[config.mk]
export PLATFORM = sky130hd
export DESIGN_NAME = psg_mixer
export DESIGN_NICKNAME = d
export VERILOG_FILES = /design/src/rtl/psg_pkg.sv /design/src/rtl/psg_sample_tick.sv /design/src/rtl/psg_mixer.sv
export SDC_FILE = /design/constraint.sdc
export NUM_CORES = 1
export LEC_CHECK = 0
export CORE_UTILIZATION = 54
export CTS_CLUSTER_SIZE = 28
export DETAILED_ROUTE_END_ITERATION = 16
export PLACE_DENSITY = 0.8
export SLEW_MARGIN = 20
export SYNTH_ARGS = -nofsm -noshare
export SYNTH_HDL_FRONTEND = slang
export SYNTH_SLANG_ARGS = --single-unit
[constraint.sdc]
create_clock -name clk -period 3.82 [get_ports clk]
set_input_delay 0.573 -clock clk [delete_from_list [all_inputs] [get_ports clk]]
set_output_delay 0.573 -clock clk [all_outputs]
set_load 0.01 [all_outputs]
[src/rtl/psg_pkg.sv]
// psg_pkg: mixer FSM states and accumulator width shared by the PSG mixer.
package psg_pkg;
    typedef enum logic [2:0] {IDLE, STEP, CAPTURE, SUM, SAT, OUT} mixer_state_t;
    localparam int MIX_ACC_W = 18;
endpackage

[src/rtl/psg_sample_tick.sv]
// psg_sample_tick: free-running sample-period divider, one-cycle tick at count SAMPLE_DIV-1.
module psg_sample_tick #(
    parameter int SAMPLE_DIV = 2268
) (
    input  logic clk,
    input  logic reset,
    input  logic enable,
    output logic tick
);
    localparam int CW = SAMPLE_DIV > 1 ? $clog2(SAMPLE_DIV) : 1;
    logic [CW-1:0] cnt;
    assign tick = enable && cnt == CW'(SAMPLE_DIV - 1);
    always_ff @(posedge clk or negedge reset) begin
        if (!reset) cnt <= '0;
        else        cnt <= (!enable || tick) ? '0 : cnt + CW'(1);
    end
endmodule

[src/rtl/psg_mixer.sv]
// psg_mixer: per-tick step handshake, channel capture and serial sum into one signed sample.
// Define PSG_MIXER_SAT_EN for a saturated sum; otherwise the output is the sum >>> 2.
module psg_mixer
    import psg_pkg::*;
#(
    parameter int NUM_CH     = 4,
    parameter int SAMPLE_DIV = 2268
) (
    input  logic                     clk,
    input  logic                     reset,
    input  logic                     enable,
    input  logic [NUM_CH*16-1:0]     ch_sample,
    input  logic [NUM_CH-1:0]        ch_valid,
    output logic                     step,
    output logic signed [15:0]       mix_out,
    output logic                     mix_valid,
    input  logic                     mix_ready,
    output logic                     overrun,
    input  logic                     overrun_clr
);
    localparam int IW = NUM_CH > 1 ? $clog2(NUM_CH) : 1;
    mixer_state_t                 state;
    logic                         tick;
    logic [IW-1:0]                idx;
    logic signed [MIX_ACC_W-1:0]  acc;
    logic signed [15:0]           cap [NUM_CH];
    logic signed [15:0]           mix_next;

    psg_sample_tick #(.SAMPLE_DIV(SAMPLE_DIV)) u_tick (
        .clk(clk),
        .reset(reset),
        .enable(enable),
        .tick(tick)
    );

`ifdef PSG_MIXER_SAT_EN
    assign mix_next = acc > MIX_ACC_W'(32767)  ? 16'sh7fff :
                      acc < MIX_ACC_W'(-32768) ? 16'sh8000 : acc[15:0];
`else
    assign mix_next = acc[MIX_ACC_W-1:MIX_ACC_W-16];
`endif

    always_ff @(posedge clk or negedge reset) begin
        if (!reset) begin
            state     <= IDLE;
            step      <= 1'b0;
            mix_valid <= 1'b0;
            mix_out   <= '0;
            overrun   <= 1'b0;
            idx       <= '0;
            acc       <= '0;
            for (int i = 0; i < NUM_CH; i++) cap[i] <= '0;
        end else begin
            overrun <= (tick && state != IDLE) ? 1'b1 : overrun_clr ? 1'b0 : overrun;
            case (state)
                IDLE: if (tick) begin
                    state <= STEP;
                    step  <= 1'b1;
                end
                STEP: state <= CAPTURE;
                CAPTURE: begin
                    for (int i = 0; i < NUM_CH; i++) cap[i] <= ch_valid[i] ? ch_sample[16*i +: 16] : '0;
                    acc   <= '0;
                    idx   <= '0;
                    step  <= 1'b0;
                    state <= SUM;
                end
                SUM: begin
                    acc <= acc + MIX_ACC_W'(cap[idx]);
                    idx <= idx + IW'(1);
                    if (idx == IW'(NUM_CH - 1)) state <= SAT;
                end
                SAT: begin
                    mix_out   <= mix_next;
                    mix_valid <= 1'b1;
                    state     <= OUT;
                end
                OUT: if (mix_ready) begin
                    mix_valid <= 1'b0;
                    state     <= IDLE;
                end
                default: state <= IDLE;
            endcase
        end
    end
endmodule

==> results.md <==
- The flow ran to the end, and the final reports show no timing, DRC or antenna violations.
- In this run the power spent charging and discharging nets is 2270 uW.
- The critical path goes through mux4_2 > ha_1 > inv_1 > fa_1 > and2b_1 > o2111ai_1 > nand3_1 > a21oi_1 > o21ai_0 > xnor2_1 > o21ai_0.
- The number of placed instances with taps included is 795.
- Setup repair after global routing left no endpoint under its margin.
- The final hold violation count is 0.
- Combinational logic burns 40.2% of the power.
- The share of total power dissipated in sequential elements is 33.8%.
- The cell with the largest stage delay on the worst path is mux4_2.
- The number of antenna violations at the first check in global routing was 0.
- Counting every net in the synthesized netlist gives 690.
- Once the clock tree was built, the setup fixing pass inserted 0 buffers.
- Clock tree synthesis found a total of 118 sinks.
- The count of buffers added on input and output ports is 91.
- The number of buffers and inverters on the critical path is 1.
- The mean instance size in the synthesized netlist is 9.84 sq um.
- The number of instances resized during post-cts repair is 0.
- By startpoint and endpoint, the worst setup path is classified as flip-flop to flip-flop.
- The largest net degree at the start of global routing is 130.
- The largest buffer count on any clock path is 2.
- The TritonCTS clock tree is built.
- The post-synthesis to final-layout area growth is 27.4%.
- Across the whole layout, storage elements account for 2950 sq um.
- The number of global-route vias before repair was 4745.
- After routing, the total negative slack on setup checks comes to 0 ns.
- Counting the fill cells in the layout gives 720.
- The remaining antenna violation count is 0.
- The total of flip-flops plus latches after synthesis is 118.
- The cell leakage power is 0.00338 uW.
- In this run, the number of DRC markers left after iteration 0 of detailed routing was 205.
- The share of the Yosys chip area taken by registers is 50.3%.
- On the worst path, the slowest cell contributes a delay of 0.56 ns.
- Before antenna repair, the detailed router went through 5 iterations.
- 0 antenna diodes ended up in the layout.
- The number of clock buffers added by TritonCTS is 17.
- The total area of multi-input combinational cells is 2740 sq um.
- The peak supply drop is 0.319 mV.
- Along the worst path, the maximum fanout reaches 6.
- The kind of launch point of the worst setup path is a flip-flop.
- The library cells used most frequently in the layout, excluding fill and tap cells, are nand2_1, dfrtp_1, clkdlybuf4s50_1, o21ai_0.
- The overall track demand over capacity in global routing is 26.0%.
- The vias per cell is 5.65.
- In this run, distinct cell masters in the synthesized netlist total 49.
- After technology mapping, the gate count stands at 597.
- In this run the number of H-tree levels came out at 4.
- The detailed placer's ending HPWL is 9050 microns.
- The post-synthesis cell area is 5870 sq um.
- The final RePlAce weighted congestion is 0.849.
- The cell class contributing the biggest share of worst-path delay is compound AO/OA/AOI/OAI gates.
- The floorplan step defined a die boundary enclosing 11300 sq um.
- The tightest min-delay check is of the input pin to asynchronous set/reset pin type.
- The later-pin clock latency in the skew report is 0.53 ns.
- The worst clock skew on the final layout is 0.00718 ns.
- The count of unresolved DRC violations after routing is 0.
- The final critical path time including I/O delays and setup is 3.10 ns.
- For this run, the leading register cell type out of synthesis is dfrtp_1.
- Counting flops with a built-in enable in the synthesized netlist gives 0.
- The actual transition at the worst max-transition pin is 0.898 ns.
- The area of the placeable core is 10400 sq um.
- In the final layout, the share of cells above drive strength 1 is 10.9%.
- The clock network power share is 26.1%.
- After detailed routing, the average wire length per cell comes to 16.1 microns.
- The clock root buffer master is clkbuf_8.
- The number of hold buffers added after cts is 0.
- The number of ports placed on the die boundary is 92.
- The final wirelength is 13400 microns.
- Measured against its own limit, the worst slew margin works out to 40.1%.
- The final critical-path share of the clock period is 81.2%.
- For this block, the via count after detailed routing is 4673.
- Counting flops with an async set or reset pin after synthesis yields a share of 100%.
- The worst setup path is captured at a flip-flop.
- The global route total overflow is 0.
- Leaving out fill and tap cells, the most frequent cell in the layout is nand2_1.
- The total power divided by cell area is 837 nW/um^2.
- The max-slew violation count is 0.
- The signal arrival time at the worst endpoint is 3.49 ns.
- The most repeated library cell on the critical path is o21ai_0.
- For the worst setup path, the data required time is 4.21 ns.
- The switching power as a share of total power is 36.2%.
- The setup-violating endpoint count in the final report is 0.
- The initial utilization of the core area, before any placement, comes to 56.4%.
- In this run the horizontal extent of the chip is 106 microns.
- Internal power comes to 3990 uW.
- The upper clock frequency limit is 323 MHz.
- The count of max-cap constraint violations is 0.
- The floorplan step set the die height to 106 microns.
- The number of warnings reported in the yosys synthesis log is 0.
- The number of placement rows is 37.
- Excluding fillers, the count of instances in the completed layout stands at 827.
- Clock-pin slew was measured on the worst setup and hold paths at 0.05 ns.
- The first global-routing pass estimated 22500 microns of wire.
- The net total in the final layout is 772.
==> flip-flops by register name (all words and copies together), names as in the netlist <==
signal,flops
cap,64
u_tick.cnt,12
state,3
mix_valid,1
overrun,1
mix_out,16
acc,18
step,1
idx,2
==> through the flow <==
stage / hold slack [ns] / setup slack (ns) / power, uW / cell area, sq um / utilization [%]
2_1_floorplan: 0.277 / 0.958 / 3840 / 5870 / -
3_3_place_gp: 0.457 / 0.897 / 4430 / 6860 / 65.8
5_1_grt: 0.161 / 0.511 / 6680 / 7480 / 71.8
4_1_cts: 0.110 / 0.765 / 6250 / 7460 / 71.6
3_5_place_dp: 0.469 / 0.805 / 4550 / 6860 / 65.8
6_report: 0.0927 / 0.720 / 6260 / 7480 / 71.8
==> cell families (layout without fill, tap and decap cells) <==
group           count (synthesis)  in the layout  synth area share, %
simple gates                  227            227                 16.6
compound gates                134            134                 12.9
flops                         118            118                 50.3
buf+inv                        43            137                 3.22
mux                            33             33                 9.37
xor+xnor                       22             22                 3.28
fa+ha+maj                      20             20                 4.39
==> cells in the mapped netlist, types with 2 or more instances <==
cell type / count / share of area [%]
a211o_1: 2 / 0.30
o21bai_1: 3 / 0.38
and3_1: 5 / 0.53
nand4b_1: 2 / 0.30
and2_1: 3 / 0.32
nor2b_1: 2 / 0.21
o31ai_1: 2 / 0.26
o21a_1: 5 / 0.64
buf_2: 7 / 0.60
o21ai_1: 5 / 0.43
nand2b_1: 4 / 0.43
inv_1: 8 / 0.51
o22ai_1: 2 / 0.21
nand3b_1: 2 / 0.26
buf_1: 2 / 0.13
mux2_2: 16 / 3.1
nand3_1: 12 / 1.0
and4_1: 2 / 0.30
xnor2_1: 8 / 1.2
nor2_1: 19 / 1.2
o21ai_0: 85 / 7.2
a31oi_1: 2 / 0.21
nand2_1: 166 / 11
clkbuf_1: 23 / 1.5
a21oi_1: 13 / 1.1
nor3_1: 3 / 0.26
a21o_1: 5 / 0.64
buf_6: 2 / 0.38
o211ai_1: 2 / 0.26
a211oi_1: 3 / 0.38
mux4_2: 16 / 6.1
xor2_1: 14 / 2.1
ha_1: 19 / 4.0
dfrtp_1: 118 / 50
==> worst reg2reg max path, delay by kind of cell, from the launching register on <==
kind,cells,cell delay [ns]
buffers and inverters,1,0.08
and+or+nand+nor,2,0.38
muxes,1,0.56
DFF,1,0.49
adders and majority gates,2,0.43
AOI/OAI and AO/OA,4,0.84
xor gates and xnor gates,1,0.18
==> path summary, 6_finish.rpt <==
check / start / end / slack (ns) / depth (start not counted)
max: idx[0]$_DFFE_PN0P_ / acc[12]$_DFFE_PN0P_ / 0.72 / 11
min: reset / u_tick.cnt[6]$_DFF_PN0_ / 0.09 / 1
max reg2reg: idx[0]$_DFFE_PN0P_ / acc[12]$_DFFE_PN0P_ / 0.72 / 11
min reg2reg: mix_valid$_DFFE_PN0P_ / mix_valid$_DFFE_PN0P_ / 0.48 / 1
max in group asynchronous: reset / cap[25]$_DFFE_PN0P_ / 2.96 / 2
min in group clk: mix_valid$_DFFE_PN0P_ / mix_valid$_DFFE_PN0P_ / 0.48 / 1
==> final cells by class <==
class / instances / share of cell area [%]
Sequential cell: 118 / 39.5
Multi-Input combinational cell: 436 / 36.6
Timing Repair Buffer: 98 / 13.2
Clock buffer: 22 / 6.05
Tap cell: 136 / 2.27
Clock inverter: 9 / 2.01
Inverter: 8 / 0.401
==> power by group through the flow <==
stage,registers (uW),logic (uW),clock network [uW]
2_1_floorplan,1980,1860,0
4_1_cts,2110,2480,1660
3_3_place_gp,2090,2340,0
5_1_grt,2170,2810,1710
3_5_place_dp,2120,2440,0
6_report,2110,2510,1630
==> layer usage <==
layer / global-route usage, % / part of all wire, % / vias up
li1: - / - / 2223
met1: 34.7 / 45 / 2276
met2: 42.1 / 49 / 146
met3: 5.03 / 4.8 / 28
met4: 10.1 / 1.8 / 0
met5: 0 / 0 / -
Power figures use the tool's default switching activity.
